**config.mk**
```make
export PLATFORM = sky130hd
export DESIGN_NAME = axis_profile_window_flat
export DESIGN_NICKNAME = d
export VERILOG_FILES = /design/src/rtl/axis_profile_window_if.sv /design/src/rtl/axis_profile_window.sv /design/src/flat_wrapper.sv
export SDC_FILE = /design/constraint.sdc
export NUM_CORES = 1
export LEC_CHECK = 0
export CORE_MARGIN = 8
export CORE_UTILIZATION = 26
export DETAILED_ROUTE_END_ITERATION = 10
export SLEW_MARGIN = 20
export SYNTH_ARGS = -nofsm -noshare
export SYNTH_HDL_FRONTEND = slang
export SYNTH_SLANG_ARGS = --single-unit
```
**constraint.sdc**
```tcl
create_clock -name clk -period 9.41 [get_ports clk]
set_clock_uncertainty 0.1 [all_clocks]
set_input_delay 0.941 -clock clk [delete_from_list [all_inputs] [get_ports clk]]
set_output_delay 0.941 -clock clk [all_outputs]
set_load 0.005 [all_outputs]
```
**src/rtl/axis_profile_window_if.sv**
```systemverilog
// AXI-Stream sideband view used by the profiler: handshake, tlast, tkeep and tuser.
// Monitor modport is observe-only.
interface AXIS_int #(
    parameter int KEEP_WIDTH = 8,
    parameter int USER_WIDTH = 1
) (
    input logic clk,
    input logic sresetn
);
    logic                  tvalid;
    logic                  tready;
    logic                  tlast;
    logic [KEEP_WIDTH-1:0] tkeep;
    logic [USER_WIDTH-1:0] tuser;

    modport Monitor (input clk, sresetn, tvalid, tready, tlast, tkeep, tuser);
endinterface

```
**src/rtl/axis_profile_window.sv**
```systemverilog
// Windowed AXI-Stream profiler: live event counters copied atomically into snapshot
// registers at window end or on request, with no events dropped across the copy.
module axis_profile_window_cnt #(
    parameter int W        = 32,
    parameter bit SATURATE = 1'b1
) (
    input  logic         clk,
    input  logic         rst,
    input  logic         snap,
    input  logic [W-1:0] inc,
    output logic [W-1:0] cnt,
    output logic         ovf
);
    logic [W-1:0] base;
    logic [W:0]   sum;

    // On a snapshot the counter restarts from this cycle's own contribution.
    assign base = snap ? '0 : cnt;
    assign sum  = {1'b0, base} + {1'b0, inc};

    always_ff @(posedge clk) begin
        if (rst) begin
            cnt <= '0;
            ovf <= 1'b0;
        end else begin
            cnt <= (sum[W] && SATURATE) ? '1 : sum[W-1:0];
            ovf <= (ovf & ~snap) | sum[W];
        end
    end
endmodule

module axis_profile_window #(
    parameter int                     COUNT_WIDTH             = 32,
    parameter int                     WINDOW_WIDTH            = 32,
    parameter int                     TUSER_WIDTH             = 1,
    parameter logic [TUSER_WIDTH-1:0] TUSER_BAD_FRAME_VALUE   = TUSER_WIDTH'(1),
    parameter logic [TUSER_WIDTH-1:0] TUSER_BAD_FRAME_MASK    = TUSER_WIDTH'(1),
    parameter bit                     ONLY_BAD_FRAME_ON_TLAST = 1'b1,
    parameter bit                     SATURATE                = 1'b1
) (
    AXIS_int.Monitor                           axis,
    input  logic                               enable,
    input  logic                               clear_stb,
    input  logic [WINDOW_WIDTH-1:0]            window_cycles,
    input  logic                               snapshot_stb,
    output logic                               snap_valid,
    output logic [15:0]                        snap_seq,
    output logic [8:0][COUNT_WIDTH-1:0]        snap_counts,
    output logic [8:0]                         snap_overflow
);
    if ($bits(axis.tuser) != TUSER_WIDTH) begin : g_tuser_width_check
        $error("axis_profile_window: TUSER_WIDTH does not match axis tuser width");
    end

    logic rst, bp, stall, active, idle, bad, win_hit, trig;
    logic [COUNT_WIDTH-1:0]      pop;
    logic [6:0][COUNT_WIDTH-1:0] inc, cnt_live;
    logic [6:0]                  cnt_ovf;
    logic [WINDOW_WIDTH-1:0]     win_cnt;

    assign rst    = ~axis.sresetn | clear_stb;
    assign bp     = axis.tvalid & ~axis.tready;
    assign stall  = ~axis.tvalid & axis.tready;
    assign active = axis.tvalid & axis.tready;
    assign idle   = ~axis.tvalid & ~axis.tready;
    assign bad    = ((axis.tuser & TUSER_BAD_FRAME_MASK) == TUSER_BAD_FRAME_VALUE) &&
                    (!ONLY_BAD_FRAME_ON_TLAST || axis.tlast);
    assign pop    = COUNT_WIDTH'($countones(axis.tkeep));

    assign win_hit = enable && (window_cycles != '0) &&
                     (win_cnt >= window_cycles - WINDOW_WIDTH'(1));
    assign trig    = win_hit | snapshot_stb;

    // Lanes: 0 bytes, 1 idle, 2 active, 3 stall, 4 bp, 5 frame, 6 error.
    always_comb begin
        inc = '0;
        if (enable) begin
            inc[0] = active ? pop : '0;
            inc[1] = COUNT_WIDTH'(idle);
            inc[2] = COUNT_WIDTH'(active);
            inc[3] = COUNT_WIDTH'(stall);
            inc[4] = COUNT_WIDTH'(bp);
            inc[5] = COUNT_WIDTH'(active & axis.tlast);
            inc[6] = COUNT_WIDTH'(active & bad);
        end
    end

    for (genvar i = 0; i < 7; i++) begin : g_cnt
        axis_profile_window_cnt #(.W(COUNT_WIDTH), .SATURATE(SATURATE)) u_cnt (
            .clk  (axis.clk),
            .rst  (rst),
            .snap (trig),
            .inc  (inc[i]),
            .cnt  (cnt_live[i]),
            .ovf  (cnt_ovf[i])
        );
    end

    logic [COUNT_WIDTH-1:0] cur_frame, cur_run, max_frame, max_run;
    logic [COUNT_WIDTH-1:0] frame_len, run_len, max_frame_base, max_run_base;
    logic [COUNT_WIDTH:0]   frame_sum, run_sum;
    logic                   ovf_frame, ovf_run, frame_done, run_step;

    // In-progress frame and bp run live outside the window so they span snapshots.
    always_comb begin
        frame_sum      = {1'b0, cur_frame} + {1'b0, pop};
        frame_len      = (frame_sum[COUNT_WIDTH] && SATURATE) ? '1 : frame_sum[COUNT_WIDTH-1:0];
        run_sum        = {1'b0, cur_run} + (COUNT_WIDTH + 1)'(1);
        run_len        = (run_sum[COUNT_WIDTH] && SATURATE) ? '1 : run_sum[COUNT_WIDTH-1:0];
        max_frame_base = trig ? '0 : max_frame;
        max_run_base   = trig ? '0 : max_run;
        frame_done     = enable & active & axis.tlast;
        run_step       = enable & bp;
    end

    always_ff @(posedge axis.clk) begin
        if (rst) begin
            cur_frame <= '0;
            cur_run   <= '0;
            max_frame <= '0;
            max_run   <= '0;
            ovf_frame <= 1'b0;
            ovf_run   <= 1'b0;
        end else begin
            if (enable && active) cur_frame <= axis.tlast ? '0 : frame_len;
            if (enable)           cur_run   <= bp ? run_len : '0;
            max_frame <= (frame_done && frame_len > max_frame_base) ? frame_len : max_frame_base;
            max_run   <= (run_step && run_len > max_run_base) ? run_len : max_run_base;
            ovf_frame <= (ovf_frame & ~trig) | (enable & active & frame_sum[COUNT_WIDTH]);
            ovf_run   <= (ovf_run & ~trig) | (run_step & run_sum[COUNT_WIDTH]);
        end
    end

    always_ff @(posedge axis.clk) begin
        if (rst) begin
            win_cnt       <= '0;
            snap_valid    <= 1'b0;
            snap_seq      <= '0;
            snap_counts   <= '0;
            snap_overflow <= '0;
        end else begin
            if (trig)
                win_cnt <= '0;
            else if (enable && window_cycles != '0)
                win_cnt <= win_cnt + WINDOW_WIDTH'(1);
            snap_valid <= trig;
            if (trig) begin
                snap_counts   <= {max_run, max_frame, cnt_live};
                snap_overflow <= {ovf_run, ovf_frame, cnt_ovf};
                snap_seq      <= snap_seq + 16'd1;
            end
        end
    end
endmodule

```
**src/flat_wrapper.sv**
```systemverilog
// flat-port wrapper written by rule: the top's interface ports become plain ports
module axis_profile_window_flat 
#(
    parameter int                     COUNT_WIDTH             = 32,
    parameter int                     WINDOW_WIDTH            = 32,
    parameter int                     TUSER_WIDTH             = 1,
    parameter logic [TUSER_WIDTH-1:0] TUSER_BAD_FRAME_VALUE   = TUSER_WIDTH'(1),
    parameter logic [TUSER_WIDTH-1:0] TUSER_BAD_FRAME_MASK    = TUSER_WIDTH'(1),
    parameter bit                     ONLY_BAD_FRAME_ON_TLAST = 1'b1,
    parameter bit                     SATURATE                = 1'b1
)
  (enable, clear_stb, window_cycles, snapshot_stb, snap_valid, snap_seq, snap_counts, snap_overflow, clk, sresetn, axis_tvalid, axis_tready, axis_tlast, axis_tkeep, axis_tuser);
  AXIS_int #(.KEEP_WIDTH(8), .USER_WIDTH(1)) axis_i (.clk(clk), .sresetn(sresetn));
  input  logic enable;
  input  logic clear_stb;
  input  logic [WINDOW_WIDTH-1:0] window_cycles;
  input  logic snapshot_stb;
  output logic snap_valid;
  output logic [15:0] snap_seq;
  output logic [8:0][COUNT_WIDTH-1:0] snap_counts;
  output logic [8:0] snap_overflow;
  input wire logic clk;
  input wire logic sresetn;
  input wire logic [$bits(axis_i.tvalid)-1:0] axis_tvalid;
  input wire logic [$bits(axis_i.tready)-1:0] axis_tready;
  input wire logic [$bits(axis_i.tlast)-1:0] axis_tlast;
  input wire logic [$bits(axis_i.tkeep)-1:0] axis_tkeep;
  input wire logic [$bits(axis_i.tuser)-1:0] axis_tuser;
  assign axis_i.tvalid = axis_tvalid;
  assign axis_i.tready = axis_tready;
  assign axis_i.tlast = axis_tlast;
  assign axis_i.tkeep = axis_tkeep;
  assign axis_i.tuser = axis_tuser;
  axis_profile_window #(.COUNT_WIDTH(COUNT_WIDTH), .WINDOW_WIDTH(WINDOW_WIDTH), .TUSER_WIDTH(TUSER_WIDTH), .TUSER_BAD_FRAME_VALUE(TUSER_BAD_FRAME_VALUE), .TUSER_BAD_FRAME_MASK(TUSER_BAD_FRAME_MASK), .ONLY_BAD_FRAME_ON_TLAST(ONLY_BAD_FRAME_ON_TLAST), .SATURATE(SATURATE)) u_core (.axis(axis_i), .enable(enable), .clear_stb(clear_stb), .window_cycles(window_cycles), .snapshot_stb(snapshot_stb), .snap_valid(snap_valid), .snap_seq(snap_seq), .snap_counts(snap_counts), .snap_overflow(snap_overflow));
endmodule
```
==> impl_metrics.toml, run 1 <==
[status]
status = "complete, no violations"

[place]
portBuffers = 362
dp_hpwl_um = 69100
gp_congestion = 0.858
dpl.cell_count = 5698

[pwr]
p_leak_nw = 13.3
p_per_area_nw_per_um2 = 170
ir_drop_mv = 0.129

[sta]
hold_viol = 0
setup_viol = 0
hold_slack_ps = 348
final_max_slew_viol_count = 0
slew_headroom_pct = 27.9
max_freq_mhz = 121
rsz0062_at_grt = "false"
period_share_pct = 87.5
setup_tns_ps = 0
period_minus_slack_ps = 8230
worst_pin_slew_ps = 1070

[logic_synthesis]
ys.flop_type = "dfxtp_1"
synthCells = 3876
synth_fp_nets = 4057
syn_area_um2 = 32400
avgSynthCellArea_um2 = 8.36
ys_ff_latch = 707
synth-edff-count = 0
synthArstFlopShare_pct = 0
synth.distinct_cells = 65
seq_area_frac_synth_pct = 43.7
yosysWarnings = 0

[finish]
final_cells = 5854
final_common_cell = "nand2_1"
layout.nets = 4328
layout_common_cells = "nand2_1, dfxtp_1, a21oi_1"
drive_above_1_share_pct = 7.64
fill_cells = 13000
area.growth.synth_to_final_pct = 24.6

[clock_network]
clkTransAtPathRegs_ps = 60
cts_tree = "done"
cts_buffers = 84
cts_resized = 0
cts_max_level = 3
clockBufferDepth = 3
cts_setup_buffers = 0
cts-root-buf = "clkbuf_16"
clk-insertion-delay-late_ps = 650
cts_num_sinks = 707
cts_hold_buffers = 0

[die]
start_util_pct = 26.2
die_w_um = 369
dieArea_um2 = 136000
dieHeight_um = 369
core_um2 = 124000
io-pin-count = 363
rows = 129

[flow_run]
maxCapViolCount = 0

[routing]
wirelength_um = 98200
vias = 27900
drt_iter0_markers = 2073
firstDrtPassIters = 7
final_antenna_net_count = 0
remaining_drc_errors = 0
wire_per_inst_um = 16.8
vias_per_cell = 4.77

[grt]
grt_pass1_wl_um = 154000
grt_max_degree = 142
track_usage_pct = 13.8
antenna_found_initial = 4
grt_pass1_vias = 26800
grt-ovfl-total = 0

[worst_setup_path]
path_cells = "clkdlybuf4s50_1 -> or4_1 -> or4_1 -> nand2b_1 -> nand2b_1 -> or4_1 -> xor2_1 -> ha_1 -> nand4_1 -> nor3_1 -> a221oi_1 -> o311a_1 -> a21o_4 -> buf_4 -> and2_1 -> ha_1 -> and3_1 -> nand4_1 -> or2_2 -> nor2_1 -> nand3_2 -> and4_1 -> nor3_1"
crit_path_max_fanout = 34
critPathMostFrequentCell = "or4_1"
crit_type = "primary input to register"
cp_num_buf_inv = 2
critPathRequiredTime_ps = 9870
slowest_stage = "nand3_2"
critPathLaunchType = "primary input"
crit_family = "simple AND/OR/NAND/NOR gates"
arrival_ps = 8690
critPathMaxStageDelay_ps = 720
worstSetupEndpointType = "register"

[worst_hold_path]
hold_class = "register to register"
[through the flow]
stage / total power (W) / util (%) / setup slack [ps] / area, µm²
after floorplan: 0.00329 / - / 2360 / 32400
after global placement: 0.00340 / 30.2 / 697 / 37400
after detailed placement: 0.00340 / 30.2 / 426 / 37400
after CTS: 0.00696 / 32.6 / 1150 / 40400
after global routing: 0.00711 / 32.6 / 674 / 40400
final: 0.00684 / 32.7 / 1180 / 40400
[state kept, by name, indices dropped and copies added, names as in the netlist]
signal                  cells
u_core.snap_overflow        9
u_core.win_cnt             32
u_core.max_run             32
u_core.ovf_run              1
u_core.snap_valid           1
u_core.snap_seq            16
u_core.max_frame           32
u_core.g_cnt.u_cnt.cnt    224
u_core.cur_frame           32
u_core.cur_run             32
u_core.g_cnt.u_cnt.ovf      7
u_core.ovf_frame            1
u_core.snap_counts        288
[cells by family (layout without fill, tap and decap cells)]
| family | count (synthesis) | in the layout | share of synthesized area (%) |
|---|---|---|---|
| other cells | 0 | 3 | 0 |
| fa+ha+maj | 132 | 132 | 5.24 |
| mux | 15 | 15 | 0.483 |
| compound gates | 872 | 872 | 16.4 |
| flops | 707 | 707 | 43.7 |
| xor+xnor | 269 | 269 | 7.27 |
| buf+inv | 277 | 615 | 4.37 |
| simple gates | 1604 | 1604 | 22.5 |
[cell usage after synthesis (4+ instances only)]
cell type    n  share of area, %
a211oi_1    30              0.70
a21o_1      14              0.32
a21oi_1    475               7.3
a21oi_2    100               2.7
a22o_1      30              0.81
a22oi_1     25              0.58
a311oi_1     6              0.16
a31oi_1     27              0.52
a41oi_1      7              0.19
and2_1      34              0.66
and3_1      55               1.1
and4_1      44               1.2
buf_1        9              0.10
buf_2       35              0.54
buf_4       14              0.32
buf_6       37               1.3
clkbuf_1   132               1.5
dfxtp_1    707                44
fa_1         6              0.37
ha_1       126               4.9
inv_1       50              0.58
mux2_2       5              0.17
mux2i_1     10              0.31
nand2_1    845               9.8
nand2b_1    13              0.25
nand3_1    149               2.3
nand4_1     91               1.8
nor2_1     219               2.5
nor2b_1      8              0.15
nor3_1      61              0.94
nor3b_1      8              0.19
nor4_1      26              0.50
o211ai_1     4             0.093
o21a_1      22              0.51
o21ai_0     85               1.3
o22ai_1     14              0.27
o31ai_1      8              0.19
or2_2        9              0.17
or3_1       10              0.19
or4_1       22              0.51
xnor2_1    122               3.3
xor2_1     147               4.0
[power breakdown]
group          total (W)  switching (W)  internal (W)
logic           0.000326       0.000231     0.0000954
registers        0.00301     0.00000516       0.00300
clock network    0.00351        0.00139       0.00213
total            0.00684        0.00162       0.00522
[tightest hold or removal path, cell delays in order, from the launching register on]
cell	delay, ps
dfxtp_1	300
nand2_1	50
a21oi_1	50
[cell type report]
| type | instances | area (µm²) | share of cell area (%) |
|---|---|---|---|
| Tap cell | 1637 | 2050 | 5.07 |
| Clock inverter | 38 | 562 | 1.39 |
| Clock buffer | 115 | 2430 | 6.02 |
| Inverter | 50 | 188 | 0.465 |
| Timing Repair Buffer | 412 | 4110 | 10.2 |
| Sequential cell | 707 | 14200 | 35.1 |
| Antenna cell | 3 | 7.51 | 0.0186 |
| Multi-Input combinational cell | 2892 | 16900 | 41.8 |
[path summary, 6_finish.rpt]
check	slack [ps]	cells past startpoint	end	startpoint
setup / recovery	1180	23	u_core.g_cnt[6].u_cnt.cnt[2]	window_cycles[2]
hold / removal	350	2	u_core.snap_counts[50]	u_core.snap_counts[50]
setup reg to reg	3430	17	u_core.g_cnt[6].u_cnt.cnt[2]	u_core.win_cnt[0]
hold reg to reg	350	2	u_core.snap_counts[50]	u_core.snap_counts[50]
[metal layers]
metal / vias to the layer above / wire (µm) / part of all wire (%) / track usage [%]
met4: 2 / 2670 / 2.7 / 4.10
met3: 139 / 5930 / 6.0 / 3.39
met2: 644 / 42900 / 44 / 21.3
li1: 14000 / - / - / -
met1: 13100 / 46800 / 48 / 18.9
met5: - / 13 / 0.013 / 0
No activity file was read; power rests on OpenSTA's default activity.
==> run 2: changes to the inputs <==
SKIP_LAST_GASP = 1   (was default)
==> results of run 2 <==
The final DEF is identical to that of run 1; final timing and power are the same.
==> run 3: changes to the inputs <==
CORE_UTILIZATION = 57   (was 26)
PLACE_DENSITY = 0.81   (was default)
==> impl_metrics.toml, run 3 (same netlist as run 1, synthesis figures left out) <==
[status]
status = "complete, no violations"

[worst_setup_path]
critPathLaunchType = "primary input"
critPathRequiredTime_ps = 9830
r2r-start = "u_core.cur_run[7]"
crit_path_max_fanout = 89
arrival_ps = 8430
worstSetupEndpointType = "register"
startpoint = "window_cycles[2]"
crit_type = "primary input to register"

[routing]
firstDrtPassIters = 5
final_antenna_net_count = 0
vias = 28500
vias_per_cell = 5.77
wirelength_um = 86500
drt_iter0_markers = 2191
wire_per_inst_um = 17.5
remaining_drc_errors = 0

[place]
dp_hpwl_um = 58900
portBuffers = 362
gp_congestion = 0.897
postPlaceCellArea_um2 = 36100

[clock_network]
cts_hold_buffers = 0
clkTransAtPathRegs_ps = 60
cts_buffers = 75
cts_setup_buffers = 0
cts-root-buf = "clkbuf_16"
clk-insertion-delay-late_ps = 610
cts_resized = 0
cts_num_sinks = 707
cts_tree = "done"
clockBufferDepth = 3
cts_max_level = 3

[flow_run]
maxCapViolCount = 0

[die]
dieHeight_um = 254
core_um2 = 56300
dieArea_um2 = 64700
start_util_pct = 57.5
rows = 87
die_w_um = 254
io-pin-count = 363

[grt]
grt_max_degree = 251
grt-ovfl-total = 0
antenna_found_initial = 2
track_usage_pct = 25.7
grt_pass1_wl_um = 139000
grt_pass1_vias = 27100

[pwr]
p_per_area_nw_per_um2 = 163
ir_drop_mv = 0.126
p_leak_nw = 13.0
finalPower_w = 0.00630

[finish]
final_common_cell = "nand2_1"
layout.nets = 4309
largest_reg_flops = 288
final_area_um2 = 38700
reg.largest.list = "u_core.snap_counts x288, u_core.g_cnt.u_cnt.cnt x224"
layout_common_cells = "nand2_1, dfxtp_1, a21oi_1"
regMostFlops = "u_core.snap_counts"
area.growth.synth_to_final_pct = 19.4
drive_above_1_share_pct = 6.81

[sta]
setup_tns_ps = 0
slew_headroom_pct = 22.2
period_share_pct = 85.1
period_minus_slack_ps = 8010
setup_viol = 0
worst_pin_slew_ps = 1160
max_freq_mhz = 125
rsz0062_at_grt = "false"
final_max_slew_viol_count = 0
hold_viol = 0

[worst_hold_path]
hold_class = "register to register"
min-delay-start = "u_core.g_cnt[3].u_cnt.ovf"
-- run 3: path summary, 6_finish.rpt --
path,to,slack [ps],cells after the start
setup / recovery,u_core.max_run[22],1400,24
hold / removal,u_core.g_cnt[3].u_cnt.ovf,350,2
setup reg to reg,u_core.max_run[22],3230,13
hold reg to reg,u_core.g_cnt[3].u_cnt.ovf,350,2
-- run 3: metrics by stage --
stage               util, %  std cells  worst slack (ps)  hold slack (ps)
CTS                    68.6       4937              1490              345
floorplan                 -       3876              2360              326
global route           68.7       4938               913              362
global placement       64.2       4806              1030              335
detailed placement     64.2       4806               908              337
finish                 68.7       4939              1400              346
-- run 3: worst max-delay path, cell delays in order --
cell and delay, ps:
clkdlybuf4s50_1 510, or4_1 570, or4_1 490, nand2b_1 200, nand2b_1 260, or4_1 460, xor2_1 160, ha_1 290
nand4_1 110, nor3_1 60, a221oi_1 250, o311a_1 430, a21o_4 370, buf_12 360, buf_4 550, nand2_1 150
ha_1 330, a21oi_1 140, o21ai_0 90, a21oi_1 150, nor2_1 70, o21ai_1 700, nand2_1 340, a311oi_1 350
-- run 3: power breakdown --
part           internal (W)  switching (W)
clock               0.00177        0.00121
sequential          0.00300     0.00000468
combinational     0.0000916       0.000218
-- run 3: routing by layer --
| metal | track usage [%] | vias to the layer above | share of wire, % |
|---|---|---|---|
| met1 | 33.2 | 13500 | 43 |
| met3 | 5.56 | 168 | 7.3 |
| met5 | 0 | - | 0.010 |
| li1 | - | 13900 | - |
| met2 | 41.6 | 862 | 46 |
| met4 | 10.1 | 2 | 3.4 |
-- run 3: cell type report --
| cell class | instances | area [µm²] |
|---|---|---|
| multi-input combinational | 2892 | 16900 |
| inverter | 50 | 188 |
| clock inverter | 25 | 325 |
| clock buffer | 106 | 2160 |
| tap | 756 | 946 |
| antenna | 1 | 2.50 |
| fill | 4491 | 17600 |
| timing repair buffer | 402 | 4020 |
| sequential | 707 | 14200 |
